## src/rtl/digit_step_counter.sv

```systemverilog
// BCD digit 0..9 stepped by an internal prescaler tick (auto) or a debounced key press (manual).
// Optional macro DIGIT_DOWN_EN adds the up_n direction input (1 = count down with borrow on carry).
module digit_step_counter #(
  parameter int unsigned DIV_COUNT = 50000000,
  parameter int unsigned DB_COUNT  = 500000
) (
  input  logic       clk,
  input  logic       reset,
  input  logic       key_n,
  input  logic       mode,
  input  logic       hold,
`ifdef DIGIT_DOWN_EN
  input  logic       up_n,
`endif
  output logic [3:0] digit,
  output logic       carry,
  output logic       tick
);

  localparam int unsigned PW = (DIV_COUNT > 2) ? $clog2(DIV_COUNT) : 1;
  localparam int unsigned DW = (DB_COUNT > 2) ? $clog2(DB_COUNT) : 1;
  localparam logic [PW-1:0] PRE_LAST = PW'(DIV_COUNT - 1);
  localparam logic [DW-1:0] DB_LAST  = DW'(DB_COUNT - 1);

  typedef enum logic [1:0] {
    IDLE,
    PRESS_WAIT,
    PRESSED,
    RELEASE_WAIT
  } db_state_t;

  logic [1:0]    key_sync;
  logic          key_s;
  db_state_t     db_state, db_next;
  logic [DW-1:0] db_cnt, db_cnt_next;
  logic          press;
  logic [PW-1:0] pre_cnt;
  logic          pre_term;
  logic          advance;
  logic          count_down;
  logic [3:0]    digit_next;
  logic          carry_next;

  // Two-flop synchronizer; resets to the released level so reset release never looks like a press.
  always_ff @(posedge clk or posedge reset) begin
    if (reset) key_sync <= '1;
    else       key_sync <= {key_sync[0], key_n};
  end

  assign key_s = key_sync[1];

  always_ff @(posedge clk or posedge reset) begin
    if (reset) begin
      db_state <= IDLE;
      db_cnt   <= '0;
    end else begin
      db_state <= db_next;
      db_cnt   <= db_cnt_next;
    end
  end

  always_comb begin
    db_next     = db_state;
    db_cnt_next = db_cnt;
    press       = 1'b0;
    case (db_state)
      IDLE: begin
        if (!key_s) begin
          db_next     = PRESS_WAIT;
          db_cnt_next = '0;
        end
      end
      PRESS_WAIT: begin
        if (key_s) begin
          db_next = IDLE;
        end else if (db_cnt == DB_LAST) begin
          db_next = PRESSED;
          press   = 1'b1;
        end else begin
          db_cnt_next = db_cnt + 1'b1;
        end
      end
      PRESSED: begin
        if (key_s) begin
          db_next     = RELEASE_WAIT;
          db_cnt_next = '0;
        end
      end
      RELEASE_WAIT: begin
        if (!key_s) begin
          db_next = PRESSED;
        end else if (db_cnt == DB_LAST) begin
          db_next = IDLE;
        end else begin
          db_cnt_next = db_cnt + 1'b1;
        end
      end
      default: db_next = IDLE;
    endcase
  end

  assign pre_term = (pre_cnt == PRE_LAST);

  always_ff @(posedge clk or posedge reset) begin
    if (reset) begin
      pre_cnt <= '0;
      tick    <= 1'b0;
    end else if (hold) begin
      tick <= 1'b0;
    end else begin
      pre_cnt <= pre_term ? '0 : pre_cnt + 1'b1;
      tick    <= pre_term;
    end
  end

  // A press pulse seen during hold is dropped, never queued.
  assign advance = !hold && (mode ? press : pre_term);

`ifdef DIGIT_DOWN_EN
  assign count_down = up_n;
`else
  assign count_down = 1'b0;
`endif

  always_comb begin
    digit_next = digit;
    carry_next = 1'b0;
    if (advance) begin
      if (digit > 4'd9) begin
        digit_next = '0;
      end else if (count_down) begin
        if (digit == 4'd0) begin
          digit_next = 4'd9;
          carry_next = 1'b1;
        end else begin
          digit_next = digit - 4'd1;
        end
      end else if (digit == 4'd9) begin
        digit_next = '0;
        carry_next = 1'b1;
      end else begin
        digit_next = digit + 4'd1;
      end
    end
  end

  always_ff @(posedge clk or posedge reset) begin
    if (reset) begin
      digit <= '0;
      carry <= 1'b0;
    end else begin
      digit <= digit_next;
      carry <= carry_next;
    end
  end

endmodule

```

## config.mk

```make
export PLATFORM = sky130hd
export DESIGN_NAME = digit_step_counter
export DESIGN_NICKNAME = d
export VERILOG_FILES = /design/src/rtl/digit_step_counter.sv
export SDC_FILE = /design/constraint.sdc
export NUM_CORES = 1
export LEC_CHECK = 0
export CAP_MARGIN = 30
export CORE_ASPECT_RATIO = 0.6
export CORE_MARGIN = 2
export CORE_UTILIZATION = 55
export DETAILED_ROUTE_END_ITERATION = 8
export PLACE_DENSITY = 0.85
export SYNTH_ARGS = -nofsm -noshare
export SYNTH_HDL_FRONTEND = slang
export SYNTH_SLANG_ARGS = --single-unit
export TNS_END_PERCENT = 1
```

## constraint.sdc

```tcl
create_clock -name clk -period 2.4 [get_ports clk]
set_input_delay 0.48 -clock clk [delete_from_list [all_inputs] [get_ports clk]]
set_output_delay 0.48 -clock clk [all_outputs]
set_load 0.01 [all_outputs]
```

==> summary.md <==
| Metric | Value |
|---|---|
| Tmin final | `2.18 ns` |
| Status | `finished clean` |
| EDFF count, synth | `0` |
| Min-Delay Endpoint | `key_sync[1]$_DFF_PP1_` |
| Nets@finish | `329` |
| Starting Density | `0.573` |
| Cell area after layout | `approximately 3200 um^2` |
| Synth warn | `0` |
| Global-route wire length before repair | `9780 um` |
| TritonCTS clock tree | `done` |
| Vias in the first global route | `2041` |
| GRT overflow | `0` |
| RSZ-0062 raised after global routing | `false` |
| Critical Path End Type | `flip-flop` |
| Clock Sinks | `55` |
| Routed WL | `5780 um` |
| Power Total | `0.00175 W` |
| Cts bufs inserted | `5` |
| Setup Buffers After CTS | `0` |
| Clock Tree Buf Depth | `2` |
| # diodes | `0` |
| Die X | `97.9 um` |
| Setup violators final | `0` |
| Worst r2r src | `db_cnt[0]$_DFFE_PP0P_` |
| Filler Cell Count | `427` |
| DP HPWL | `4110 um` |
| Max Slew Vio Count | `0` |
| FFs w/ async S/R, synth | `1.00` |
| Critical Path RT | `2.65 ns` |
| Resized cells post-CTS | `0` |
| Critical path type | `flip-flop to flip-flop` |
| Max_cap viols | `0` |
| Die Height | `between 60 and 70 um` |
| Rows | `20` |
| Flops & latches, synth | `55` |
| Reg2Reg Depth | `6` |
| CTS Hold Bufs | `0` |
| DIE AREA | `around 5900 um^2` |
| Layout cells sized above 1 | `0.0960` |
| Area grow syn2layout | `10.2%` |
| Tot GR Track Use | `0.212` |
| Clock skew | `0.00995 ns` |
| Pre-Repair DR Iteration Count | `5` |
| Placer Congestion | `0.922` |
| Max FO, Critical Path | `8` |
| Crit path DAT | `2.43 ns` |
| 1st-iter DRT viols | `just over 200` |
| Peak supply drop | `0.000350 V` |
| Worst hold-check path type | `flip-flop to flip-flop` |
| Measured slew at the worst slew-check pin | `0.474 ns` |
| DRC violations left | `0` |
| Mapped Cells | `306` |
| Startpoint type of the worst setup path | `flip-flop` |
| Clock-pin slew on the worst setup and hold paths | `0.11 ns` |
| Root Driver | `clkbuf_8` |
| Pin count of the biggest net entering global routing | `56` |
| Syn Nets | `approximately 310` |
| Post-Synthesis Cell Area | `2910 um^2` |
| HP Start | `key_sync[0]$_DFF_PP1_` |
| Worst hold stages | `0` |
| Worst skew pair latency | `between 0.3 and 0.4 ns` |
| Final period util | `0.910` |
| R2r endpoint | `db_cnt[14]$_DFFE_PP0P_` |
| Ys flop type | `dfrtp_1` |
| Via Count | `between 2000 and 2500` |
| Post-synthesis cell type count | `48` |
| IO Pins | `11` |
| Vias/cell | `between 5 and 6` |
| Max transition margin | `0.681` |
| Port bufs | `10` |
| Post-DR wirelength/cell | `14.9 um` |
| Pwr dens | `roughly 550 nW/um^2` |
| Initial antenna violation count | `0` |
| Placed inst area | `3110 um^2` |
| Fin. Hold Viols | `0` |
| R2R Setup Slk | `0.22 ns` |
| Number of H-tree levels | `2` |
| Sequential area share after synthesis | `0.474` |
| Antenna viol nets, final | `0` |
| Aggregate negative setup slack | `0 ns` |
| Mean Syn Cell Area | `9.51 um^2` |
| Core area | `about 5000 um^2` |
| Fmax | `458 MHz` |
| Lkg Pwr | `between 1 and 1.5 nW` |
[synthesized netlist by cell type (2+ instances only)]
library cell / instances / share of area
a21oi_1: 10 / 0.017
a22o_1: 2 / 0.0060
and2_1: 5 / 0.011
and3_1: 5 / 0.011
and4_1: 3 / 0.0090
buf_1: 2 / 0.0026
buf_2: 3 / 0.0052
clkbuf_1: 2 / 0.0026
dfrtp_1: 53 / 0.46
dfstp_2: 2 / 0.018
ha_1: 2 / 0.0086
inv_1: 6 / 0.0077
mux2i_1: 7 / 0.024
nand2_1: 34 / 0.044
nand3_1: 18 / 0.031
nand3_2: 2 / 0.0069
nand3b_1: 3 / 0.0077
nand4_1: 15 / 0.032
nor2_1: 36 / 0.046
nor3_1: 10 / 0.017
nor4_1: 2 / 0.0043
nor4_4: 2 / 0.015
nor4b_1: 4 / 0.012
nor4bb_1: 2 / 0.0069
o21ai_0: 22 / 0.038
or3_1: 6 / 0.013
xnor2_1: 10 / 0.030
xor2_1: 18 / 0.054
[flip-flops by register name (all words and copies together), names as in the netlist, named ones only]
name      cells
db_state      1
digit         4
carry         1
pre_cnt      26
db_cnt       19
key_sync      2
tick          1
[cells in the final DEF (no fill, tap or decap), types with 3 or more instances in the layout]
cell type and n:
dfrtp_1 53, nor2_1 36, nand2_1 34, o21ai_0 22, nand3_1 18, xor2_1 18
nand4_1 15, nor3_1 10, xnor2_1 10, a21oi_1 10, clkdlybuf4s50_1 10, buf_4 8
mux2i_1 7, or3_1 6, and3_1 5, and2_1 5, inv_1 5, clkbuf_8 5
nor4b_1 4, nand3b_1 3, and4_1 3
[metrics by stage]
step           setup slack (ns)  hold slack (ns)  std cells  utilization
2_1_floorplan             0.449            0.345        306            -
3_3_place_gp              0.291            0.346        381        0.613
3_5_place_dp              0.220            0.347        381        0.613
4_1_cts                   0.228            0.363        389        0.631
5_1_grt                  0.0883            0.366        389        0.631
6_report                  0.216            0.361        389        0.631
[routing by layer]
metal  vias up  share of wire  wire length, um  track usage
met5         -              0                0            0
li1       1116              -                -            -
met3         5          0.049              286       0.0611
met2        44           0.41             2360        0.293
met1      1094           0.53             3080        0.324
met4         0         0.0095               55       0.0675
[worst max path at each step]
stage,start,to
floorplan,pre_cnt[16]$_DFFE_PP0N_,digit[0]$_DFFE_PP0P_
global placement,hold,pre_cnt[25]$_DFFE_PP0N_
detailed placement,hold,pre_cnt[25]$_DFFE_PP0N_
CTS,db_cnt[0]$_DFFE_PP0P_,db_cnt[14]$_DFFE_PP0P_
global route,db_cnt[0]$_DFFE_PP0P_,db_cnt[14]$_DFFE_PP0P_
finish,db_cnt[0]$_DFFE_PP0P_,db_cnt[14]$_DFFE_PP0P_
[cell type report]
type | count | area, um^2 | area share
clock buffers | 5 | 68.8 | 0.0215
clock inverters | 3 | 23.8 | 0.00742
inverters | 6 | 22.5 | 0.00703
multi-input cells | 235 | 1450 | 0.452
flip-flops and latches | 55 | 1380 | 0.430
well taps | 66 | 82.6 | 0.0258
repair buffers | 19 | 180 | 0.0562
[worst max-delay path: stages (launching register included)]
cell,delay (ns)
dfrtp_1,0.44
ha_1,0.26
and4_1,0.40
nand3_1,0.20
or3_1,0.35
or3_1,0.31
a21oi_1,0.15
[cell families after synthesis]
kind of cell | after synthesis | synth area share
flip-flops | 55 | 0.474
AO/OA/AOI/OAI | 42 | 0.0869
adder cells (fa/ha/maj) | 2 | 0.00860
multiplexers | 9 | 0.0318
AND/OR/NAND/NOR | 154 | 0.286
buffers and inverters | 16 | 0.0280
XOR/XNOR | 28 | 0.0843
[where the power goes]
group | total [W] | leakage, nW | switching [W] | internal, W
Clock | 0.000535 | 0.0408 | 0.000325 | 0.000210
Sequential | 0.00105 | 0.741 | 0.0000698 | 0.000983
Combinational | 0.000168 | 0.573 | 0.0000976 | 0.0000699
No activity file was read; power rests on OpenSTA's default activity.
